**config.mk**
```make
export PLATFORM = sky130hd
export DESIGN_NAME = audio_event_arbiter
export DESIGN_NICKNAME = d
export VERILOG_FILES = /design/src/rtl/audio_pkg.sv /design/src/rtl/audio_edge_latch.sv /design/src/rtl/audio_event_arbiter.sv
export SDC_FILE = /design/constraint.sdc
export NUM_CORES = 1
export LEC_CHECK = 0
export ABC_AREA = 1
export CAP_MARGIN = 20
export CORE_MARGIN = 5
export CORE_UTILIZATION = 50
export CTS_CLUSTER_SIZE = 16
export DETAILED_ROUTE_END_ITERATION = 8
export DONT_BUFFER_PORTS = 1
export HOLD_SLACK_MARGIN = 0.02
export PLACE_DENSITY = 0.72
export SETUP_SLACK_MARGIN = 0.05
export SYNTH_ARGS = -nofsm -noshare
export SYNTH_HDL_FRONTEND = slang
export SYNTH_SLANG_ARGS = --single-unit
```
**constraint.sdc**
```tcl
create_clock -name clk -period 2.3 [get_ports clk]
set_clock_uncertainty 0.2 [all_clocks]
set_input_delay 0.575 -clock clk [delete_from_list [all_inputs] [get_ports clk]]
set_output_delay 0.575 -clock clk [all_outputs]
set_load 0.05 [all_outputs]
```
**src/rtl/audio_pkg.sv**
```systemverilog
// Shared types for the audio event arbiter.
// Holds the arbiter state encoding and the silence select code.
package audio_pkg;

    typedef enum logic [1:0] {
        IDLE = 2'd0,
        PLAY = 2'd1,
        GAP  = 2'd2
    } state_t;

    localparam int SILENCE = 0;

endpackage

```
**src/rtl/audio_edge_latch.sv**
```systemverilog
// Request edge detector and pending latch.
// Flags a repeat request for an event that is still waiting.
import audio_pkg::*;

module audio_edge_latch #(
    parameter int NUM_EVENTS = 4
) (
    input  logic                  clk,
    input  logic                  reset_n,
    input  logic [NUM_EVENTS-1:0] event_req,
    input  logic [NUM_EVENTS-1:0] clear,
    output logic [NUM_EVENTS-1:0] pending,
    output logic                  dropped
);

    logic [NUM_EVENTS-1:0] req_q;
    logic [NUM_EVENTS-1:0] rise;

    assign rise = event_req & ~req_q;

    // Sample requests, latch new edges, flag edges that hit a waiting event.
    always_ff @(posedge clk or negedge reset_n) begin
        if (!reset_n) begin
            req_q   <= '0;
            pending <= '0;
            dropped <= 1'b0;
        end else begin
            req_q   <= event_req;
            pending <= (pending & ~clear) | rise;
            dropped <= |(rise & pending & ~clear);
        end
    end

endmodule

```
**src/rtl/audio_event_arbiter.sv**
```systemverilog
// Priority arbiter choosing which sound clip the player runs.
// Lowest pending index wins; clips are separated by a silent gap.
import audio_pkg::*;

module audio_event_arbiter #(
    parameter int NUM_EVENTS = 4,
    parameter int MAX_PLAY   = 50_000_000,
    parameter int GAP_CYCLES = 1024,
    parameter int PREEMPT    = 1,
    localparam int SEL_W     = $clog2(NUM_EVENTS + 1)
) (
    input  logic                  clk,
    input  logic                  reset_n,
    input  logic [NUM_EVENTS-1:0] event_req,
    input  logic                  play_done,
    output logic [SEL_W-1:0]      audio_select,
    output logic                  playing,
    output logic                  dropped
);

    localparam int TW = $clog2(MAX_PLAY + 1);
    localparam int GW = (GAP_CYCLES > 0) ? $clog2(GAP_CYCLES + 1) : 1;

    localparam logic [TW-1:0] T_LAST = TW'(MAX_PLAY - 1);
    localparam logic [TW-1:0] T_MAX  = TW'(MAX_PLAY);
    localparam logic [GW-1:0] G_LAST = GW'(GAP_CYCLES - 1);
    localparam logic [GW-1:0] G_MAX  = GW'(GAP_CYCLES);

    state_t                state, state_n;
    logic [SEL_W-1:0]      cur, cur_n;
    logic [TW-1:0]         timer, timer_n;
    logic [GW-1:0]         gap_cnt, gap_n;
    logic [SEL_W-1:0]      sel_q, sel_n;
    logic                  play_q, play_n;
    logic [NUM_EVENTS-1:0] pending;
    logic [NUM_EVENTS-1:0] clear;
    logic [SEL_W-1:0]      enc;
    logic                  any_pend;
    logic                  launch;

    audio_edge_latch #(
        .NUM_EVENTS(NUM_EVENTS)
    ) u_latch (
        .clk      (clk),
        .reset_n  (reset_n),
        .event_req(event_req),
        .clear    (clear),
        .pending  (pending),
        .dropped  (dropped)
    );

    // Lowest-index pending event is the next candidate.
    always_comb begin
        enc = '0;
        for (int i = NUM_EVENTS - 1; i >= 0; i--) begin
            if (pending[i]) enc = SEL_W'(i);
        end
        any_pend = |pending;
    end

    // Next state, counters and registered outputs.
    always_comb begin
        state_n = state;
        cur_n   = cur;
        timer_n = timer;
        gap_n   = gap_cnt;
        sel_n   = sel_q;
        play_n  = play_q;
        launch  = 1'b0;
        unique case (state)
            IDLE: begin
                if (any_pend) launch = 1'b1;
            end
            PLAY: begin
                timer_n = (timer == T_MAX) ? timer : timer + 1'b1;
                if (play_done || timer == T_LAST) begin
                    sel_n   = SEL_W'(SILENCE);
                    play_n  = 1'b0;
                    gap_n   = '0;
                    state_n = (GAP_CYCLES == 0) ? IDLE : GAP;
                end else if (PREEMPT != 0 && any_pend && enc < cur) begin
                    launch = 1'b1;
                end
            end
            GAP: begin
                if (gap_cnt == G_LAST) begin
                    state_n = IDLE;
                end else begin
                    gap_n = (gap_cnt == G_MAX) ? gap_cnt : gap_cnt + 1'b1;
                end
            end
            default: state_n = IDLE;
        endcase
        if (launch) begin
            state_n = PLAY;
            cur_n   = enc;
            sel_n   = enc + SEL_W'(1);
            play_n  = 1'b1;
            timer_n = '0;
        end
    end

    // One-hot clear of the event being launched.
    always_comb begin
        clear = '0;
        for (int i = 0; i < NUM_EVENTS; i++) begin
            clear[i] = launch && (enc == SEL_W'(i));
        end
    end

    // State, counters and output registers.
    always_ff @(posedge clk or negedge reset_n) begin
        if (!reset_n) begin
            state   <= IDLE;
            cur     <= '0;
            timer   <= '0;
            gap_cnt <= '0;
            sel_q   <= '0;
            play_q  <= 1'b0;
        end else begin
            state   <= state_n;
            cur     <= cur_n;
            timer   <= timer_n;
            gap_cnt <= gap_n;
            sel_q   <= sel_n;
            play_q  <= play_n;
        end
    end

    assign audio_select = sel_q;
    assign playing      = play_q;

endmodule
```
* Word-level counts from Yosys, hierarchy flattened
Index checks and enable logic that the tools add are counted.
** Cells by class
- Multiplexer cells :: 25
- $add $sub $neg :: 3
- Reduce and logical (&&, ||, !) cells :: 17
- Magnitude comparators :: 1
- Bitwise gates (word level) :: 7
- Equality and inequality tests :: 16
** Operators by type and width (count)
- $mux 26 :: 3
- $eq 26x26->1 const B :: 2
- $mux 11 :: 3
- $add 26x1->26 const B :: 1
- $pmux 11 s2 :: 1
- $and 4x4->4 :: 4
- $mux 2 :: 6
- $mux 3 :: 4
- $add 11x1->11 const B :: 1
- $eq 11x10->1 const B :: 1
- $eq 11x11->1 const B :: 1
- $ne 2x2->1 const B :: 5
- $not 4->4 :: 2
- $reduce_or 4->1 :: 2
- $eq 3x2->1 const B :: 2
- $mux 1 :: 6
- $ne 3x3->1 const B :: 2
- $pmux 2 s3 :: 1
- $reduce_bool 2->1 :: 3
- $logic_and 1x1->1 :: 5
- $or 4x4->4 :: 1
- $reduce_and 2->1 :: 2
- $reduce_and 4->1 :: 1
- $add 3x1->3 const B :: 1
- 9 further kinds :: 9
** Storage, ports and cells
- Flip-flop bits (word level) :: 55
- Input bits :: 7
- Logic and storage cells :: 78

* Longest topological paths before layout
- Word-level depth :: 13
- Mapped depth :: 16

* By module
Synthesis repeated with hierarchy kept, for this count alone.
** Unflattened totals
- Cells, all modules :: 522
- Area total of the unflattened synthesis :: 3649.8 sq um
** By module, submodules not included
- audio_event_arbiter :: area an instance 3323.2 sq um, cells each 486, seq. area each 1126.1 sq um, times used 1
- audio_edge_latch :: area an instance 326.6 sq um, cells each 36, seq. area each 225.2 sq um, times used 1

* Least setup slack after synthesis
Ideal clock, no wire load.
- Path kind :: flip-flop to flip-flop
- Start :: register u_latch.pending[1]
- End :: register u_latch.dropped
- Data arrival time :: 1.877 ns
- Data required time :: 1.984 ns
- Path slack :: 0.107 ns
- Cell stages (with the launch flop) :: 12
- Period minus slack after synthesis :: 2.193 ns
- Library setup time :: 0.116 ns
- Cell sequence :: dfrtp_1 nor3_1 ha_1 a21oi_1 nand3_4 nand2_4 buf_6 nand2_1 nand2_1 nand2_1 inv_1 nand2_1
** On the way
- Cells in the longest elaborated chain, start to end :: 11
- Elaborated cells between the ends (all ways) :: 21
- Those cells by class :: order compare: 1; eq/ne: 3; mux: 6; bitwise: 3; reduce/logical: 8
** RTL lines
- start: declaration :: RTL line audio_edge_latch.sv:12 : output logic [NUM_EVENTS-1:0] pending,
- start signal: assignment :: RTL line audio_edge_latch.sv:29 : pending <= (pending & ~clear) | rise;
- $mux 2 * :: RTL line audio_event_arbiter.sv:56 : if (pending[i]) enc = SEL_W'(i);
- $mux 3 * :: RTL line audio_event_arbiter.sv:56
- named net enc[1] :: RTL line audio_event_arbiter.sv:37 : logic [SEL_W-1:0] enc;
- $lt 3x3->1 :: RTL line audio_event_arbiter.sv:81 : end else if (PREEMPT != 0 && any_pend && enc < cur) begin
- $logic_and 1x1->1 :: RTL line audio_event_arbiter.sv:81
- $mux 1 :: RTL line audio_event_arbiter.sv:81
- $mux 1 :: RTL line audio_event_arbiter.sv:76 : if (play_done || timer == T_LAST) begin
- $pmux 1 s2 :: RTL line audio_event_arbiter.sv:70 : unique case (state)
- $logic_and 1x1->1 :: RTL line audio_event_arbiter.sv:107 : clear[i] = launch && (enc == SEL_W'(i));
- $not 4->4 * :: RTL line audio_edge_latch.sv:30 : dropped <= |(rise & pending & ~clear);
- $and 4x4->4 * :: RTL line audio_edge_latch.sv:30
- $reduce_or 4->1 * :: RTL line audio_edge_latch.sv:30
- end signal: assignment :: RTL line audio_edge_latch.sv:30
- end: declaration :: RTL line audio_edge_latch.sv:13 : output logic dropped
Mark *: on every way through the listed nets, which the timed path passes. The rest lies on a longest branch.
A chain may end at the register's enable or synchronous reset.

* Worst setup path in the final report
- Start :: register timer[0]
- End :: register timer[21]
** On the way
- Cells in the longest elaborated chain, start to end :: 6
- Elaborated cells between the ends (all ways) :: 12
- Those cells by class :: add/sub: 1; eq/ne: 3; mux: 5; reduce/logical: 3
** RTL lines
- start: declaration :: RTL line audio_event_arbiter.sv:31 : logic [TW-1:0] timer, timer_n;
- start signal: assignment :: RTL line audio_event_arbiter.sv:123 : timer <= timer_n;
- parallel branches: the longest is 6 deep, another holds $add 26x1->26
Parallel ways; which one is timed is not known. The select of a mux whose other input is x is not followed.

==> impl_metrics.json <==
{
  "endpoint_kind": "register",
  "portBuffers": 0,
  "cts_buffers": 5,
  "synth.distinct_cells": 34,
  "antenna_found_initial": 0,
  "drtIter0Drc": 225,
  "netlist_area_sq_um": 3300,
  "yosysWarnings": 0,
  "overflow": 0,
  "dieArea_sq_um": 8310,
  "arrival_ns": 2.22,
  "slew_headroom_pct": 67.4,
  "syn_nets": 451,
  "post-dp-hpwl_mm": 5.27,
  "finalSetupViolCount": 0,
  "r2r_cells": 15,
  "reg2reg_slack_ns": 0.1,
  "final_cell_mix": "nand2_1 (94), inv_1 (55), dfrtp_1 (54)",
  "grt_max_degree": 55,
  "critPathLaunchType": "register",
  "fmax_mhz": 454,
  "cts_root_buf": "clkbuf_8",
  "max_cap_violations": 0,
  "post_dp_cell_area_sq_um": 3400,
  "nFillCells": 564,
  "worstReg2RegStart": "timer[0]$_DFFE_PN0P_",
  "die_h_um": 91.2,
  "vias_per_cell": 5.54,
  "critPathKind": "reg -> reg",
  "wl_mm": 7.41,
  "cts.sinks": 54,
  "worst_pin_slew_ns": 0.489,
  "fin_crit_ns": 2.20,
  "yosys.area.top_type_share_pct": 41.0,
  "final_common_cell": "nand2_1",
  "hp-class": "in -> reg",
  "power.leakage_nw": 1.74,
  "drive_gt1_share_pct": 17.9,
  "holdPathEnd": "u_latch.req_q[2]$_DFF_PN0_",
  "drc": 0,
  "clk_latency_ns": 0.31,
  "critPathMaxFanout": 8,
  "crit_top_cell": "nor2_4",
  "cts_buffer_depth": 2,
  "reg2reg_to": "timer[21]$_DFFE_PN0P_",
  "peakVddDrop_mv": 0.869,
  "fp.dieW_um": 91.2,
  "cp_slowest_cell": "dfrtp_1",
  "avgSynthCellArea_sq_um": 7.58,
  "n_antenna_cell": 0,
  "nNetsFinal": 467,
  "routabilityCongestion": 0.948,
  "netlist_top_cells_area": "dfrtp_1 (41%), nand2_1 (13%), inv_1 (6.4%)",
  "tritoncts": "built",
  "cp-startpoint": "timer[0]$_DFFE_PN0P_",
  "crit_family": "simple AND/OR/NAND/NOR gates",
  "grt_pass1_vias": 2739,
  "core_area_sq_um": 6390,
  "hold_viol_final": 0,
  "holdWs_ns": 0.0807,
  "dr.pass1.iters": 5,
  "start_util_pct": 51.6,
  "min_period_over_period_pct": 95.7,
  "io_pins": 12,
  "hold_depth": 0,
  "avgRoutedWirePerCell_um": 14.0,
  "power_density_nw_per_um2": 941,
  "h-tree-depth": 2,
  "ys_seq_area_share_pct": 41.0,
  "fin_area_sq_um": 3790,
  "synth_top_area_cell": "dfrtp_1",
  "clk_transition_reported_paths_ns": 0.10,
  "cp.required_ns": 2.32,
  "ys_seq_elements": 54,
  "min_from": "event_req[2]",
  "rsz0062_at_grt": "yes",
  "syn_to_final_growth_pct": 15.1,
  "worstPathCellList": "ha_2 -> nand2_2 -> inv_2 -> nand2_4 -> nor2_4 -> nand2_2 -> nor2_4 -> nor2_4 -> nand3_4 -> nand2_8 -> nor2_4 -> buf_6 -> inv_8 -> nand2_1 -> nand2_1",
  "slowest_delay_ns": 0.42,
  "outcome": "complete, no violations",
  "worst-path-buf-inv": 3,
  "antenna_left": 0,
  "slew_viol_final": 0,
  "grt_pass1_wl_mm": 12.7,
  "rows": 29,
  "grt_usage_pct": 18.4,
  "syn_inst": 435,
  "via_count": 2929
}
[routing by layer]
metal | up-vias | global-route usage [%] | routed length (um)
met4 | 0 | 5.50 | 135
met2 | 82 | 30.4 | 3690
met5 | - | 0 | 0
li1 | 1436 | - | -
met3 | 20 | 3.39 | 303
met1 | 1391 | 24.6 | 3290
[per-stage QoR]
step | cells | total power [mW] | worst slack (ns) | TNS, ns | util (%)
final | 529 | 3.57 | 0.0988 | 0 | 59.4
after global routing | 529 | 3.84 | -0.0257 | -0.0724 | 59.4
after CTS | 523 | 3.23 | 0.0590 | 0 | 55.5
after detailed placement | 513 | 2.55 | 0.0685 | 0 | 53.2
after global placement | 513 | 2.51 | 0.144 | 0 | 53.2
after floorplan | 435 | 2.30 | 0.107 | 0 | -
[final cells by class]
class	instances	area [sq um]	share of cell area (%)
Clock buffer	6	72.6	1.91
Inverter	61	241	6.36
Timing Repair Buffer	16	180	4.75
Clock inverter	2	37.5	0.989
Sequential cell	54	1350	35.6
Multi-Input combinational cell	313	1820	47.8
Tap cell	77	96.3	2.54
[worst reg2reg max path, cell delays in order (launching register included)]
cell and delay, ns:
dfrtp_1 0.42, ha_2 0.21, nand2_2 0.06, inv_2 0.07, nand2_4 0.05, nor2_4 0.08
nand2_2 0.07, nor2_4 0.15, nor2_4 0.08, nand3_4 0.09, nand2_8 0.08, nor2_4 0.23
buf_6 0.16, inv_8 0.05, nand2_1 0.06, nand2_1 0.04
[cell families after synthesis]
family / after synthesis / share of synthesized area (%)
AND/OR/NAND/NOR: 233 / 31.7
buffers and inverters: 69 / 9.04
flip-flops: 54 / 41.0
AO/OA/AOI/OAI: 52 / 10.0
XOR/XNOR: 18 / 4.78
adder cells (fa/ha/maj): 9 / 3.42
[worst max path at each step]
stage	endpoint	depth (start not counted)	slack [ns]
after floorplan	u_latch.dropped$_DFF_PN0_	11	0.11
after global placement	timer[17]$_DFFE_PN0P_	13	0.14
after detailed placement	timer[13]$_DFFE_PN0P_	14	0.07
after CTS	timer[13]$_DFFE_PN0P_	14	0.06
after global routing	timer[21]$_DFFE_PN0P_	14	-0.03
final	timer[21]$_DFFE_PN0P_	15	0.1
[report_power, final]
group          switching, mW  internal [mW]
Clock                  0.319          0.325
Combinational           1.09          0.540
Sequential             0.216           1.08
[cells in the mapped netlist (all sizes together)]
master / instances
o21a: 2
a21oi: 7
a31oi: 2
ha: 9
nand2: 116
or2: 3
inv: 61
nor2: 54
a21o: 1
nor3: 14
nor4: 2
dfrtp: 54
xor2: 10
o21bai: 1
o31ai: 11
nand3b: 2
xnor2: 8
nand4: 11
o22ai: 1
nand3: 31
buf: 8
o21ai: 26
o211ai: 1
[timing repair]
| action | CTS | global route |
|---|---|---|
| resized for setup | 0 | 52 |
| endpoints found under the setup margin | 0 | 39 |
| buffers inserted | 0 | 4 |
| hold endpoints to repair | 54 | 0 |
| hold buffers | 2 | 0 |
[flip-flops by register name (all words and copies together) (netlist names)]
register         count
cur                  2
u_latch.req_q        4
gap_cnt             11
u_latch.dropped      1
u_latch.pending      4
timer               26
state                2
audio_select         3
playing              1
Note: power is estimated with default switching activity, not from simulation.
